File: config.mk
export PLATFORM = sky130hd
export DESIGN_NAME = light_sequencer
export DESIGN_NICKNAME = d
export VERILOG_FILES = /design/src/rtl/traffic_pkg.sv /design/src/rtl/ped_request_latch.sv /design/src/rtl/light_sequencer.sv
export SDC_FILE = /design/constraint.sdc
export NUM_CORES = 1
export LEC_CHECK = 0
export CORE_MARGIN = 3
export CORE_UTILIZATION = 44
export DETAILED_ROUTE_END_ITERATION = 10
export PLACE_DENSITY = 0.83
export SLEW_MARGIN = 20
export SYNTH_ARGS = -nofsm -noshare
export SYNTH_HDL_FRONTEND = slang
export SYNTH_SLANG_ARGS = --single-unit
File: constraint.sdc
create_clock -name clk -period 2.4 [get_ports clk]
set_input_delay 0.24 -clock clk [delete_from_list [all_inputs] [get_ports clk]]
set_output_delay 0.24 -clock clk [all_outputs]
set_load 0.01 [all_outputs]
File: src/rtl/traffic_pkg.sv
// Shared types and constants for the intersection controller: phase encoding,
// lamp encodings and counter/watchdog defaults used by sequencer and enable generator.
package traffic_pkg;

    typedef enum logic [2:0] {
        MAIN_GREEN  = 3'd0,
        MAIN_YELLOW = 3'd1,
        ALL_RED_1   = 3'd2,
        SIDE_GREEN  = 3'd3,
        SIDE_YELLOW = 3'd4,
        ALL_RED_2   = 3'd5,
        PED_WALK    = 3'd6
    } phase_t;

    // Lamp encodings are one-hot {red, yellow, green}.
    localparam logic [2:0] LIGHT_RED    = 3'b100;
    localparam logic [2:0] LIGHT_YELLOW = 3'b010;
    localparam logic [2:0] LIGHT_GREEN  = 3'b001;

    localparam int TRAFFIC_CNT_W    = 6;
    localparam int TRAFFIC_WDOG_MAX = 63;

    // Fixed phase order; the pedestrian phase is only inserted after ALL_RED_2.
    function automatic phase_t next_phase(input phase_t cur, input logic ped);
        phase_t nxt;
        nxt = MAIN_GREEN;
        case (cur)
            MAIN_GREEN:  nxt = MAIN_YELLOW;
            MAIN_YELLOW: nxt = ALL_RED_1;
            ALL_RED_1:   nxt = SIDE_GREEN;
            SIDE_GREEN:  nxt = SIDE_YELLOW;
            SIDE_YELLOW: nxt = ALL_RED_2;
            ALL_RED_2:   nxt = ped ? PED_WALK : MAIN_GREEN;
            PED_WALK:    nxt = MAIN_GREEN;
            default:     nxt = MAIN_GREEN;
        endcase
        return nxt;
    endfunction

endpackage

File: src/rtl/ped_request_latch.sv
// Pedestrian request latch: set/clear register, set beats clear, reset beats both.
// Latency: one clock from set/clear to output; no backpressure (level in, level out).
module ped_request_latch (
    input  logic clk,
    input  logic reset,
    input  logic set_i,
    input  logic clr_i,
    output logic req_o
);

    logic req_q;
    logic req_d;

    always_comb begin
        req_d = req_q;
        if (set_i) begin
            req_d = 1'b1;
        end else if (clr_i) begin
            req_d = 1'b0;
        end
    end

    always_ff @(posedge clk) begin
        if (reset) begin
            req_q <= 1'b0;
        end else begin
            req_q <= req_d;
        end
    end

    assign req_o = req_q;

endmodule

File: src/rtl/light_sequencer.sv
// Phase sequencer: steps lights on enable pulses, owns the cycle counter, pedestrian latch and watchdog.
// Latency: new phase visible one clock after the enable edge; no backpressure, enable is a single-cycle pulse.
module light_sequencer
    import traffic_pkg::*;
#(
    parameter int CNT_W    = TRAFFIC_CNT_W,
    parameter int WDOG_MAX = TRAFFIC_WDOG_MAX
) (
    input  logic             clk,
    input  logic             reset,
    input  logic             enable,
    input  logic             ped_btn,
    output logic [CNT_W-1:0] counter,
    output logic             ped_req,
    output logic [2:0]       main_light,
    output logic [2:0]       side_light,
    output logic             walk,
    output logic             fault
);

    localparam logic [CNT_W-1:0] WDOG_VAL = CNT_W'(WDOG_MAX);

    phase_t           state_q;
    phase_t           state_d;
    logic [CNT_W-1:0] counter_q;
    logic [CNT_W-1:0] counter_d;
    logic             fault_q;
    logic             fault_d;

    logic             wdog_fire;
    logic             cycle_end;
    logic             ped_clr;
    logic             ped_req_w;

    ped_request_latch u_ped_latch (
        .clk   (clk),
        .reset (reset),
        .set_i (ped_btn),
        .clr_i (ped_clr),
        .req_o (ped_req_w)
    );

    // A cycle ends whenever MAIN_GREEN is re-entered on an enable; the counter
    // must read 0 for exactly that one clock so the generator can reload.
    always_comb begin
        wdog_fire = (counter_q == WDOG_VAL) && !enable;
        ped_clr   = enable && (state_q == PED_WALK);
        cycle_end = enable && ((state_q == PED_WALK) ||
                               ((state_q == ALL_RED_2) && !ped_req_w));
    end

    always_comb begin
        state_d = state_q;
        if (wdog_fire) begin
            state_d = MAIN_GREEN;
        end else if (enable) begin
            state_d = next_phase(state_q, ped_req_w);
        end
    end

    always_comb begin
        counter_d = counter_q + CNT_W'(1);
        if (wdog_fire || cycle_end) begin
            counter_d = '0;
        end
    end

    always_comb begin
        fault_d = fault_q | wdog_fire;
    end

    always_ff @(posedge clk) begin
        if (reset) begin
            state_q   <= MAIN_GREEN;
            counter_q <= '0;
            fault_q   <= 1'b0;
        end else begin
            state_q   <= state_d;
            counter_q <= counter_d;
            fault_q   <= fault_d;
        end
    end

    // Lamps are a pure decode of the registered phase.
    always_comb begin
        main_light = LIGHT_RED;
        side_light = LIGHT_RED;
        walk       = 1'b0;
        case (state_q)
            MAIN_GREEN:  main_light = LIGHT_GREEN;
            MAIN_YELLOW: main_light = LIGHT_YELLOW;
            SIDE_GREEN:  side_light = LIGHT_GREEN;
            SIDE_YELLOW: side_light = LIGHT_YELLOW;
            PED_WALK:    walk       = 1'b1;
            default: begin
                main_light = LIGHT_RED;
                side_light = LIGHT_RED;
            end
        endcase
    end

    assign counter = counter_q;
    assign ped_req = ped_req_w;
    assign fault   = fault_q;

endmodule

# --- Word level (Yosys, flattened, before mapping) ---
# Index checks and enable logic that the tools add are counted.
classes:
  n_addsub: 1
  multipliers: 0
  div: 0
  magnitude_cmp: 0
  eq_ne: 7
  shift: 0
  n_mux: 7
  bitwise: 1
  n_reduce_logical: 12
ops:
  columns: ["cell", "n"]
  rows:
  - ["3-bit one-hot mux with 6 select lines", 1]
  - ["3-bit one-hot mux with 2 select lines", 2]
  - ["3-bit == test (second input constant)", 3]
  - ["6-bit by 1-bit adder with 6-bit output (second input constant)", 1]
  - ["3-bit by 2-bit == test with 1-bit output (second input constant)", 2]
  - ["6-bit == test (second input constant)", 1]
  - ["1-bit logical AND", 4]
  - ["2-bit OR reduction", 2]
  - ["3-bit by 1-bit == test with 1-bit output (second input constant)", 1]
  - ["3-bit logical NOT", 1]
  - ["1-bit two-way mux", 3]
  - ["3-bit two-way mux", 1]
  - ["1-bit logical NOT", 2]
  - ["1-bit logical OR", 2]
  - ["2-bit nonzero test", 1]
  - ["1-bit OR", 1]
totals:
  register_bits: 11
  latch_bits: 0
  mem_bits_rw: 0
  romBits: 0
  in_bits: 4
  wordCells: 32
  n_memories: 0

# --- Logic depth before layout (Yosys ltp) ---
logic_depth:
  depth_word: 6
  ltp_mapped: 5
  mapped_depth_nobuf: 5

# --- Hierarchy ---
# Synthesis repeated with hierarchy kept, for this count alone.
hier_totals:
  cells_unflattened: 65
  area_unflattened_um2: 534.3
modules_own_cells:
  columns: ["module", "instances", "cells_per_inst", "area_per_inst_um2", "seq_area_each_um2"]
  rows:
  - ["light_sequencer", 1, 61, 495.5, 200.2]
  - ["ped_request_latch", 1, 4, 38.8, 20.0]

# --- Worst setup path after synthesis ---
# OpenSTA, ideal clock, no wires.
synth_path:
  kind: "flip-flop to output port"
  startpoint: "reg state_q[0]"
  endpoint: "out side_light[2]"
  t_arrival_ns: 1.014
  required_time_ns: 2.160
  setup_slack_ns: 1.146
  path_stages_with_launch: 5
  n_path_buf: 1
  cell_sequence: "dfxtp_1 > buf_4 > inv_1 > nor3b_1 > nor2_1"
synth_via:
  elab_chain_len: 2
synth_lines:
  columns: ["element", "line", "source"]
  rows:
  - ["start, declared", "light_sequencer.sv:23", "phase_t state_q;"]
  - ["start signal, assigned", "light_sequencer.sv:78", "state_q <= state_d;"]
  - ["3-bit == test / 3-bit by 2-bit == test with 1-bit output (equally long branches)", "light_sequencer.sv:89", "case (state_q)"]
  - ["3-bit one-hot mux with 2 select lines (*)", "light_sequencer.sv:89", null]
  - ["end, declared", "light_sequencer.sv:16", "output logic [2:0] side_light,"]
# Every way passes the cells marked *; elsewhere a longest branch is shown, timed or not.

# --- Worst setup path after layout ---
layout_path:
  startpoint: "reg state_q[0]"
  endpoint: "out side_light[0]"
# The elaborated chain is that of the path after synthesis.

==> flow_summary.yaml <==
cells_and_area:
  fin_cells: 100
  syn2layout_area_growth_pct: 33.8
  final_core_util: 0.664
  drive_above_1_share: 0.163
  multi_input_area_sq_um: 335
  regArea_sq_um: 220
  num-nets-final: 92
  antenna_cells: 0
  filler_cell_count: 110
logic_synthesis:
  synth_seq_cells: 11
  synth_edf_count: 0
  syn_area_sq_um: 588
  synth_top_area_frac: 0.374
  syn-num-nets: 73
  yosysWarnings: 0
  yosysMostFrequentCell: "dfxtp_1"
  synth_top_area_cell: "dfxtp_1"
  synth_cell_type_count: 29
  synthFlopType: "dfxtp_1"
  synthArstFlopShare: 0
  synth.avg_cell_area_sq_um: 8.65
  synthCells: 68
  synth-seq-area-share: 0.374
  synth.area.top_cells: "dfxtp_1 (37%), nor2_1 (5.7%), nand2_1 (4.5%), nor2_2 (4.3%), nand4b_4 (4.0%)"
  synthTopCellsByCount: "dfxtp_1 (11), nor2_1 (9), nand2_1 (7)"
clocking:
  clk_pin_slew_worst_paths_ns: 0.06
  h-tree-depth: 1
  numCtsBuffers: 3
  cts_tree: "done"
  clockBufferDepth: 2
  cts.hold.buffers_added: 0
  clk_latency_ns: 0.27
  ctsResizeCount: 0
  cts_root_buf: "clkbuf_4"
  cts_sinks: 11
  post_cts_buffers: 0
grt:
  overflow: 0
  grt_max_degree: 12
  grt_pass1_wl_um: 1970
  grt_util_all_layers: 0.149
  grt_pass1_vias: 447
  antenna_found_initial: 0
job:
  max_cap_violations: 0
floorplan:
  rows: 12
  dieHeight_um: 42.6
  fp.coreArea_sq_mm: 0.00119
  floorplan.die_area_sq_mm: 0.00181
  io_pins: 19
  start_util: 0.496
  die_x_um: 42.6
timing:
  period_minus_slack_ns: 1.98
  worstMarginPinSlew_ns: 0.288
  slew_viol_final: 0
  fmax_mhz: 505
  fin_crit_sh: 0.825
  finalSetupTns_ns: 0
  rsz0062_at_grt: "no"
  hold_viol: 0
  max_slew_margin: 0.808
  skew_ns: 0.00530
  worst_slack_ns: 0.419
  setup_viol: 0
worst_setup_path:
  endpoint_kind: "output pin"
  cp-endpoint: "side_light[0]"
  regToRegStartpoint: "state_q[0]$_SDFFE_PP0P_"
  crit_arrival_ns: 1.74
  critPathRequiredTime_ns: 2.16
  reg2reg_slack_ns: 1.05
  reg2regPathDepth: 4
  startpoint: "state_q[0]$_SDFFE_PP0P_"
  r2r_end: "counter[3]$_SDFF_PP0_"
  criticalPathCategory: "reg2out"
  crit_path_max_fanout: 11
  critPathLaunchType: "flop"
detailed_routing:
  post_drt_wl_per_cell_um: 11.5
  vias: 498
  drt-vias-per-instance: 4.98
  wirelength_um: 1150
  drtIter0Drc: 2
  first_pass_iters: 4
  ant_nets: 0
  drcViolationCount: 0
power_and_ir_drop:
  pwr_density_cell_mw_per_mm2: 501
  finalPower_uw: 395
  vdd_drop_max_v: 0.000342
  p_leak_nw: 0.313
placed_design:
  hpwlAfterDp_um: 904
  place_congestion: 0.745
  detailedPlace.worstSlack_ns: 0.706
  portBuffers: 18
  dp.cells: 96
run_status:
  status: "finished clean"
worst_hold_path:
  hold_path_class: "reg2reg"
==> stage by stage <==
| stage | area (sq um) | hold WS, ns |
|---|---|---|
| after floorplan | 588 | 0.312 |
| after detailed placement | 761 | 0.464 |
| final | 787 | 0.474 |
| after global routing | 787 | 0.504 |
| after CTS | 787 | 0.482 |
| after global placement | 761 | 0.458 |
==> routing by layer <==
metal / global-route usage / up-vias / wire, um
met2: 0.204 / 9 / 550
met1: 0.195 / 228 / 526
met4: 0.0559 / 0 / 21
li1: - / 257 / -
met5: 0 / - / 0
met3: 0.0773 / 4 / 51
==> worst min-delay path by stage <==
stage | startpoint | cells past startpoint | slack, ns | to
after floorplan | reset | 1 | 0.31 | u_ped_latch.req_o$_SDFFE_PP0P_
final | counter[0]$_SDFF_PP0_ | 1 | 0.47 | counter[0]$_SDFF_PP0_
after global placement | counter[0]$_SDFF_PP0_ | 1 | 0.46 | counter[0]$_SDFF_PP0_
after CTS | counter[0]$_SDFF_PP0_ | 1 | 0.48 | counter[0]$_SDFF_PP0_
after detailed placement | counter[0]$_SDFF_PP0_ | 1 | 0.46 | counter[0]$_SDFF_PP0_
after global routing | counter[0]$_SDFF_PP0_ | 1 | 0.50 | counter[0]$_SDFF_PP0_
==> flip-flops by register name, indices dropped and copies added (netlist names) <==
signal / count
fault: 1
u_ped_latch.req_o: 1
counter: 6
state_q: 3
==> worst max-delay path: stages, from the launching register on <==
cell	delay [ns]
dfxtp_1	0.49
inv_1	0.12
nor3b_1	0.27
clkdlybuf4s50_1	0.60
==> power by group <==
| part | switching (mW) | internal [mW] |
|---|---|---|
| Clock | 0.0636 | 0.0645 |
| Combinational | 0.0266 | 0.0384 |
| Sequential | 0.0111 | 0.190 |
| Total | 0.101 | 0.293 |
==> cell families (layout without fill, tap and decap cells) <==
group,count (synthesis),count (layout),synth area share
fa+ha+maj,1,1,0.0213
buf+inv,6,24,0.0553
compound gates,9,9,0.115
simple gates,37,37,0.374
xor+xnor,4,4,0.0596
flops,11,11,0.374
==> area by class of cell <==
| class | count | area share |
|---|---|---|
| multi-input combinational | 51 | 0.426 |
| sequential | 11 | 0.280 |
| timing repair buffer | 18 | 0.229 |
| clock buffer | 4 | 0.0334 |
| tap | 14 | 0.0223 |
| inverter | 2 | 0.00954 |
==> placed cells by master, fill, tap and decap left out <==
cell type,netlist,final
nand2_1,7,7
or2_4,1,1
and2b_2,1,1
clkbuf_1,0,1
ha_1,1,1
or2_1,1,1
nand3_1,3,3
or2_2,1,1
nand2b_1,2,2
nor2_2,4,4
o21ai_0,2,2
or3b_1,1,1
nor3_1,1,1
dfxtp_1,11,11
nor3b_1,2,2
nand4b_1,1,1
and2b_1,1,1
nand4b_4,1,1
nor2_1,9,9
inv_1,2,2
a21oi_1,4,4
xnor2_1,2,2
o21ba_2,1,1
a21oi_2,1,1
clkbuf_4,0,3
clkdlybuf4s50_1,0,18
and3b_1,1,1
xor2_1,2,2
o21bai_4,1,1
Power figures use the tool's default switching activity.
